<file path="config.mk">
export PLATFORM = sky130hd
export DESIGN_NAME = memc_req_scheduler
export DESIGN_NICKNAME = d
export VERILOG_FILES = /design/src/rtl/memc_req_scheduler.sv
export SDC_FILE = /design/constraint.sdc
export NUM_CORES = 1
export LEC_CHECK = 0
export CORE_MARGIN = 1
export CORE_UTILIZATION = 48
export CTS_BUF_LIST = sky130_fd_sc_hd__clkbuf_4 sky130_fd_sc_hd__clkbuf_8
export DETAILED_ROUTE_END_ITERATION = 12
export GPL_TIMING_DRIVEN = 0
export PLACE_DENSITY = 0.74
export SETUP_SLACK_MARGIN = 0.1
export SLEW_MARGIN = 30
export SYNTH_ARGS = -nofsm -noshare
export SYNTH_HDL_FRONTEND = slang
export SYNTH_SLANG_ARGS = --single-unit
</file>
<file path="constraint.sdc">
create_clock -name clk -period 19.7 [get_ports clk]
set_input_delay 3.94 -clock clk [delete_from_list [all_inputs] [get_ports clk]]
set_output_delay 3.94 -clock clk [all_outputs]
set_load 0.01 [all_outputs]
</file>
<file path="src/rtl/memc_req_scheduler.sv">
// rtl/memc_req_scheduler.sv - arbitrates cache-line transfer commands onto the memory-controller command port
module memc_req_scheduler #(
    parameter int NUM_REQ   = 3,
    parameter int NUM_TRANS = 4,
    parameter int MAX_OUT   = 2,
    parameter int CLSIZE_E  = 6,
    localparam int IDW      = (NUM_REQ > 1) ? $clog2(NUM_REQ) : 1,
    localparam int TAGW     = (NUM_TRANS > 1) ? $clog2(NUM_TRANS) : 1
) (
    input  logic                          clk,
    input  logic                          rst,
    input  logic [NUM_REQ-1:0]            req_valid,
    input  logic [NUM_REQ-1:0][1:0]       req_cmd,
    input  logic [NUM_REQ-1:0][31:0]      req_read_addr,
    input  logic [NUM_REQ-1:0][31:0]      req_write_addr,
    input  logic [NUM_REQ-1:0][15:0]      req_cache_addr,
    output logic [NUM_REQ-1:0]            req_ready,
    output logic                          mem_valid,
    output logic [1:0]                    mem_cmd,
    output logic [31:0]                   mem_read_addr,
    output logic [31:0]                   mem_write_addr,
    output logic [15:0]                   mem_cache_addr,
    output logic [IDW-1:0]                mem_id,
    output logic [TAGW-1:0]               mem_tag,
    input  logic                          mem_stall,
    input  logic                          cpl_valid,
    input  logic [TAGW-1:0]               cpl_tag,
    output logic                          busy
);

    localparam int CNTW  = $clog2(MAX_OUT + 1);
    localparam int LINEW = 32 - CLSIZE_E;

    // Tag table: one entry per in-flight transfer
    logic [NUM_TRANS-1:0]  occ;
    logic [IDW-1:0]        slot_id    [NUM_TRANS];
    logic [1:0]            slot_cmd   [NUM_TRANS];
    logic [LINEW-1:0]      slot_rline [NUM_TRANS];
    logic [LINEW-1:0]      slot_wline [NUM_TRANS];

    logic [CNTW-1:0]       out_cnt [NUM_REQ];
    logic [IDW-1:0]        rr_ptr;

    logic                  load_ok;
    logic                  free_any;
    logic [TAGW-1:0]       free_idx;
    logic [NUM_REQ-1:0]    hazard;
    logic [NUM_REQ-1:0]    eligible;
    logic                  grant_any;
    logic [IDW-1:0]        grant_id;
    logic                  cpl_hit;
    logic [IDW-1:0]        cpl_id;

    // Output register may take a new command when empty or being handed off
    always_comb begin
        load_ok = !mem_valid || !mem_stall;
    end

    // Lowest-index free slot; a slot completing this cycle still counts as occupied
    always_comb begin
        free_any = 1'b0;
        free_idx = '0;
        for (int t = NUM_TRANS - 1; t >= 0; t--) begin
            if (!occ[t]) begin
                free_any = 1'b1;
                free_idx = TAGW'(t);
            end
        end
    end

    // RAW/WAR hazard against every occupied slot, regardless of which requester owns it
    always_comb begin
        hazard = '0;
        for (int i = 0; i < NUM_REQ; i++) begin
            for (int t = 0; t < NUM_TRANS; t++) begin
                if (occ[t]) begin
                    if (req_cmd[i][0] && slot_cmd[t][1] &&
                        slot_wline[t] == req_read_addr[i][31:CLSIZE_E]) begin
                        hazard[i] = 1'b1;
                    end
                    if (req_cmd[i][1] && slot_cmd[t][0] &&
                        slot_rline[t] == req_write_addr[i][31:CLSIZE_E]) begin
                        hazard[i] = 1'b1;
                    end
                end
            end
        end
    end

    // Per-requester eligibility; cmd NONE is never granted
    always_comb begin
        eligible = '0;
        for (int i = 0; i < NUM_REQ; i++) begin
            eligible[i] = !rst && req_valid[i] && (req_cmd[i] != 2'd0) &&
                          (out_cnt[i] < CNTW'(MAX_OUT)) && free_any &&
                          !hazard[i] && load_ok;
        end
    end

    // Round-robin pick: first eligible index at or after rr_ptr
    always_comb begin
        logic [IDW:0] sum;
        logic [IDW-1:0] idx;
        grant_any = 1'b0;
        grant_id  = '0;
        sum       = '0;
        idx       = '0;
        for (int k = 0; k < NUM_REQ; k++) begin
            sum = {1'b0, rr_ptr} + (IDW + 1)'(k);
            if (sum >= (IDW + 1)'(NUM_REQ)) begin
                sum = sum - (IDW + 1)'(NUM_REQ);
            end
            idx = sum[IDW-1:0];
            if (!grant_any && eligible[idx]) begin
                grant_any = 1'b1;
                grant_id  = idx;
            end
        end
    end

    // One-hot grant back to the requesters
    always_comb begin
        req_ready = '0;
        for (int i = 0; i < NUM_REQ; i++) begin
            req_ready[i] = grant_any && (grant_id == IDW'(i));
        end
    end

    // Completion is honoured only for an occupied slot
    always_comb begin
        cpl_hit = cpl_valid && occ[cpl_tag];
        cpl_id  = slot_id[cpl_tag];
    end

    // Slot occupancy: allocate on grant, free on completion
    always_ff @(posedge clk) begin
        if (rst) begin
            occ <= '0;
        end else begin
            if (cpl_hit) begin
                occ[cpl_tag] <= 1'b0;
            end
            if (grant_any) begin
                occ[free_idx] <= 1'b1;
            end
        end
    end

    // Slot payload captured at allocation
    always_ff @(posedge clk) begin
        if (grant_any) begin
            slot_id[free_idx]    <= grant_id;
            slot_cmd[free_idx]   <= req_cmd[grant_id];
            slot_rline[free_idx] <= req_read_addr[grant_id][31:CLSIZE_E];
            slot_wline[free_idx] <= req_write_addr[grant_id][31:CLSIZE_E];
        end
    end

    // Per-requester outstanding counters; grant and completion in one cycle cancel
    always_ff @(posedge clk) begin
        for (int i = 0; i < NUM_REQ; i++) begin
            if (rst) begin
                out_cnt[i] <= '0;
            end else begin
                if ((grant_any && grant_id == IDW'(i)) && !(cpl_hit && cpl_id == IDW'(i))) begin
                    out_cnt[i] <= out_cnt[i] + CNTW'(1);
                end else if (!(grant_any && grant_id == IDW'(i)) && (cpl_hit && cpl_id == IDW'(i))) begin
                    out_cnt[i] <= out_cnt[i] - CNTW'(1);
                end
            end
        end
    end

    // Round-robin pointer moves past the most recent winner
    always_ff @(posedge clk) begin
        if (rst) begin
            rr_ptr <= '0;
        end else if (grant_any) begin
            rr_ptr <= (grant_id == IDW'(NUM_REQ - 1)) ? '0 : grant_id + IDW'(1);
        end
    end

    // Output command valid and cmd; cleared on reset
    always_ff @(posedge clk) begin
        if (rst) begin
            mem_valid <= 1'b0;
            mem_cmd   <= 2'd0;
        end else if (load_ok) begin
            mem_valid <= grant_any;
            if (grant_any) begin
                mem_cmd <= req_cmd[grant_id];
            end
        end
    end

    // Output command payload; only meaningful while mem_valid
    always_ff @(posedge clk) begin
        if (grant_any) begin
            mem_read_addr  <= req_read_addr[grant_id];
            mem_write_addr <= req_write_addr[grant_id];
            mem_cache_addr <= req_cache_addr[grant_id];
            mem_id         <= grant_id;
            mem_tag        <= free_idx;
        end
    end

    // Activity indication
    always_comb begin
        busy = (|occ) || mem_valid;
    end

    // Completion must name an in-flight tag
    a_cpl_occupied: assert property (@(posedge clk) disable iff (rst) cpl_valid |-> occ[cpl_tag]);

    // A valid request must carry a real command
    for (genvar g = 0; g < NUM_REQ; g++) begin : g_cmd_chk
        a_cmd_legal: assert property (@(posedge clk) disable iff (rst) req_valid[g] |-> (req_cmd[g] != 2'd0));
    end

endmodule

</file>
==> summary.txt <==
Min path
  • Hold WC Path Type: flop to flop
  • Hold Crit Start: mem_valid$_SDFFE_PP0N_
  • WHS Path Cells: 2
  • Worst Hold End: mem_valid$_SDFFE_PP0N_

Global routing
  • Pin count of the biggest net entering global routing: 50
  • First-pass GRT wire length: 120,000 microns
  • Global-route usage over all layers: 0.426
  • Vias in the first global route: 15,266
  • Initial antenna violation count: 3
  • Grt total ovfl: 0

Drt
  • Met3 WL post-DR: 12,000 microns
  • Iter 0 DRT Violations: 2,819
  • Wirelength per Cell: 35.2 microns
  • DR top layer: met5
  • Pre-antenna DRT Iters: 8
  • Post-DRT Antenna Nets: 0
  • DR vias: 15,893
  • DR WL met2: 36,600 microns
  • Via/cell ratio: 6.32
  • DRT met1 WL: 36,100 microns
  • Final wirelength: 88,400 microns
  • DRC viols: 0

Placement
  • Placed Area: 22,300 sq um
  • DP Cell Count: 2,409
  • IO buf count: 189
  • Gpl congestion: 1.07
  • HPWL Detailed: 70,400 microns

Floorplan
  • Initial Util: 0.488
  • Die height: 203 microns
  • Horiz. Die Dim: 203 microns
  • Top-Level Pins: 346
  • # rows: 73
  • Die footprint: 41,300 sq um
  • Core Area: 39,800 sq um

Timing
  • Worst-Margin Slew: 1.14 ns
  • Max Clock Skew: 0.0408 ns
  • Achievable Freq: 82.6 MHz
  • Final min period: 12.10 ns
  • Count of pins over their slew limit: 0
  • Final Setup Violations: 0
  • Fin crit share: 0.614
  • Slew headroom: 0.232
  • Setup TNS: 0 ns
  • RSZ-0062 raised after global routing: no
  • Final hold vios: 0

Layout
  • Commonest non-fill, non-tap cell in the layout: xor2_1
  • Sequential cell area: 9610 sq um
  • Post-layout util: 0.589
  • Number of fill cells in the layout: 3,374
  • Fraction of layout instances using a drive strength above 1: 0.140
  • Most frequent cells in the layout: 588 x xor2_1, 314 x edfxtp_1, 189 x clkdlybuf4s50_1
  • Final std cells w/o fill: 2,513
  • Multi-input logic area: 8560 sq um
  • Synth-to-layout area growth: 20.9%
  • Layout Nets: 2,198
  • Final non-filler cell area: 23,500 sq um

Clock tree
  • Cts hold-fix bufs: 0
  • Max H-tree Level: 2
  • Resized cells post-CTS: 0
  • Later-pin clock latency in the skew report: 0.68 ns
  • CTS clock-pin slew for the worst setup and hold paths: 0.06 ns
  • CTS max path bufs: 3
  • CTS Buf Count: 55
  • Root Driver: clkbuf_8
  • CTS tree: done
  • Total clock sinks: 323
  • Number of setup buffers added after CTS: 0

Worst setup path
  • Critical Path RT: 15.76 ns
  • R2R depth: 12
  • WS Path Type: input port to output port
  • Flop2flop setup slack: 14.34 ns
  • Worst setup EP type: output port
  • Peak fanout along the critical path: 6
  • RR Endpoint: mem_write_addr[13]$_DFFE_PN_
  • CP arrival: 8.16 ns
  • RR Startpoint: occ[0]$_SDFF_PP0_
  • Max incr delay on CP: 0.80 ns
  • Critical Path, Cell by Cell: clkdlybuf4s50_1 -> nand3_1 -> nor4_1 -> nand4_1 -> nor4_1 -> a211oi_2 -> nand2_1 -> nand3_1 -> a21oi_1 -> clkdlybuf4s50_1
  • Slowest stage cell on the critical path: nor4_1
  • Critical path startpoint category: input port

Synth
  • Synth Warn #: 0
  • Post-synth top flop: edfxtp_1
  • Number of flops mapped to enable cells by yosys: 314
  • Cells after Synth: 1,671
  • Syn_area_per_cell: 11.6 sq um
  • Post-Syn Area: 19,400 sq um
  • Synthesized Nets: 1,928
  • Netlist cell types: 57
  • Async S/R FF share, synth: 0
  • Synth Register Bits: 323
  • Post-synthesis sequential area ratio: 0.495

Run
  • Max-cap viol count: 0

Pwr
  • Power per cell area: 83.8 nW/um^2
  • Leakage: 0.00890 uW
  • VDD IR max: 61.8 uV

Outcome
  • Status: finished, final reports clean
==> synth_stat cells (9+ instances only) <==
cell / n / area share
a21oi_1: 14 / 0.0036
dfxtp_1: 9 / 0.0093
xor2_1: 588 / 0.27
nand4_1: 33 / 0.011
nor3_1: 28 / 0.0072
edfxtp_1: 314 / 0.49
buf_2: 129 / 0.033
nor4_1: 137 / 0.044
a222oi_1: 82 / 0.042
xnor2_1: 40 / 0.018
o22ai_1: 9 / 0.0029
inv_1: 90 / 0.017
clkbuf_1: 45 / 0.0087
nand2_1: 32 / 0.0062
nand3_1: 34 / 0.0088
==> power by group <==
group          leakage, uW  switching [uW]  total [uW]  internal (uW)
combinational      0.00532             278         428            150
clock             0.000606             306         679            373
sequential         0.00297            35.0         861            826
==> through the flow <==
stage / power, uW / setup WS (ns) / hold WS (ns)
floorplan: 1070 / 9.95 / 0.470
global placement: 1280 / 4.40 / 0.485
detailed placement: 1280 / 7.88 / 0.506
CTS: 1950 / 7.87 / 0.517
global route: 2010 / 7.71 / 0.532
finish: 1970 / 7.60 / 0.521
==> sequential cells by signal, indices dropped and copies added (netlist names), 4 cells and up <==
name / flops
mem_read_addr: 32
occ: 4
slot_wline: 104
slot_rline: 104
mem_write_addr: 32
slot_id: 8
out_cnt: 6
slot_cmd: 8
mem_cache_addr: 16
==> cells by family (layout without fill, tap and decap cells) <==
kind of cell,after synthesis,after routing,synth area share
and+or+nand+nor,298,298,0.0896
adders and majority gates,2,2,0.00129
muxes,4,4,0.00400
buffers and inverters,280,595,0.0657
xor gates and xnor gates,628,628,0.283
other,0,2,0
DFF,323,323,0.495
AOI/OAI and AO/OA,136,136,0.0612
==> worst max-delay path by stage <==
stage                      start                          end  slack, ns  depth (start not counted)
4_1_cts               req_cmd[5]                 req_ready[0]       7.87                         10
5_1_grt               req_cmd[5]                 req_ready[0]       7.71                         10
6_report              req_cmd[5]                 req_ready[0]       7.60                         10
2_1_floorplan  req_read_addr[23]                 req_ready[1]       9.95                          9
3_5_place_dp          req_cmd[5]                 req_ready[0]       7.88                         10
3_3_place_gp                 rst  slot_rline[3][12]$_DFFE_PP_       4.40                         11
==> layer usage <==
| layer | up-vias | track usage |
|---|---|---|
| li1 | 6516 | - |
| met1 | 7857 | 0.615 |
| met2 | 1345 | 0.605 |
| met3 | 173 | 0.109 |
| met4 | 2 | 0.172 |
| met5 | - | 0 |
==> critical path, delay by kind of cell <==
kind,cells,cell delay [ns]
compound gates,2,0.77
buf+inv,2,1.38
simple gates,6,2.07
==> cell type report <==
type,count,share of cell area
clock buffers,71,0.0376
plain buffers,190,0.0399
clock inverters,31,0.0130
well taps,525,0.0280
inverters,90,0.0147
multi-input cells,1068,0.365
flip-flops and latches,323,0.409
diodes,2,0.000213
repair buffers,213,0.0925
No activity file was read; power rests on OpenSTA's default activity.
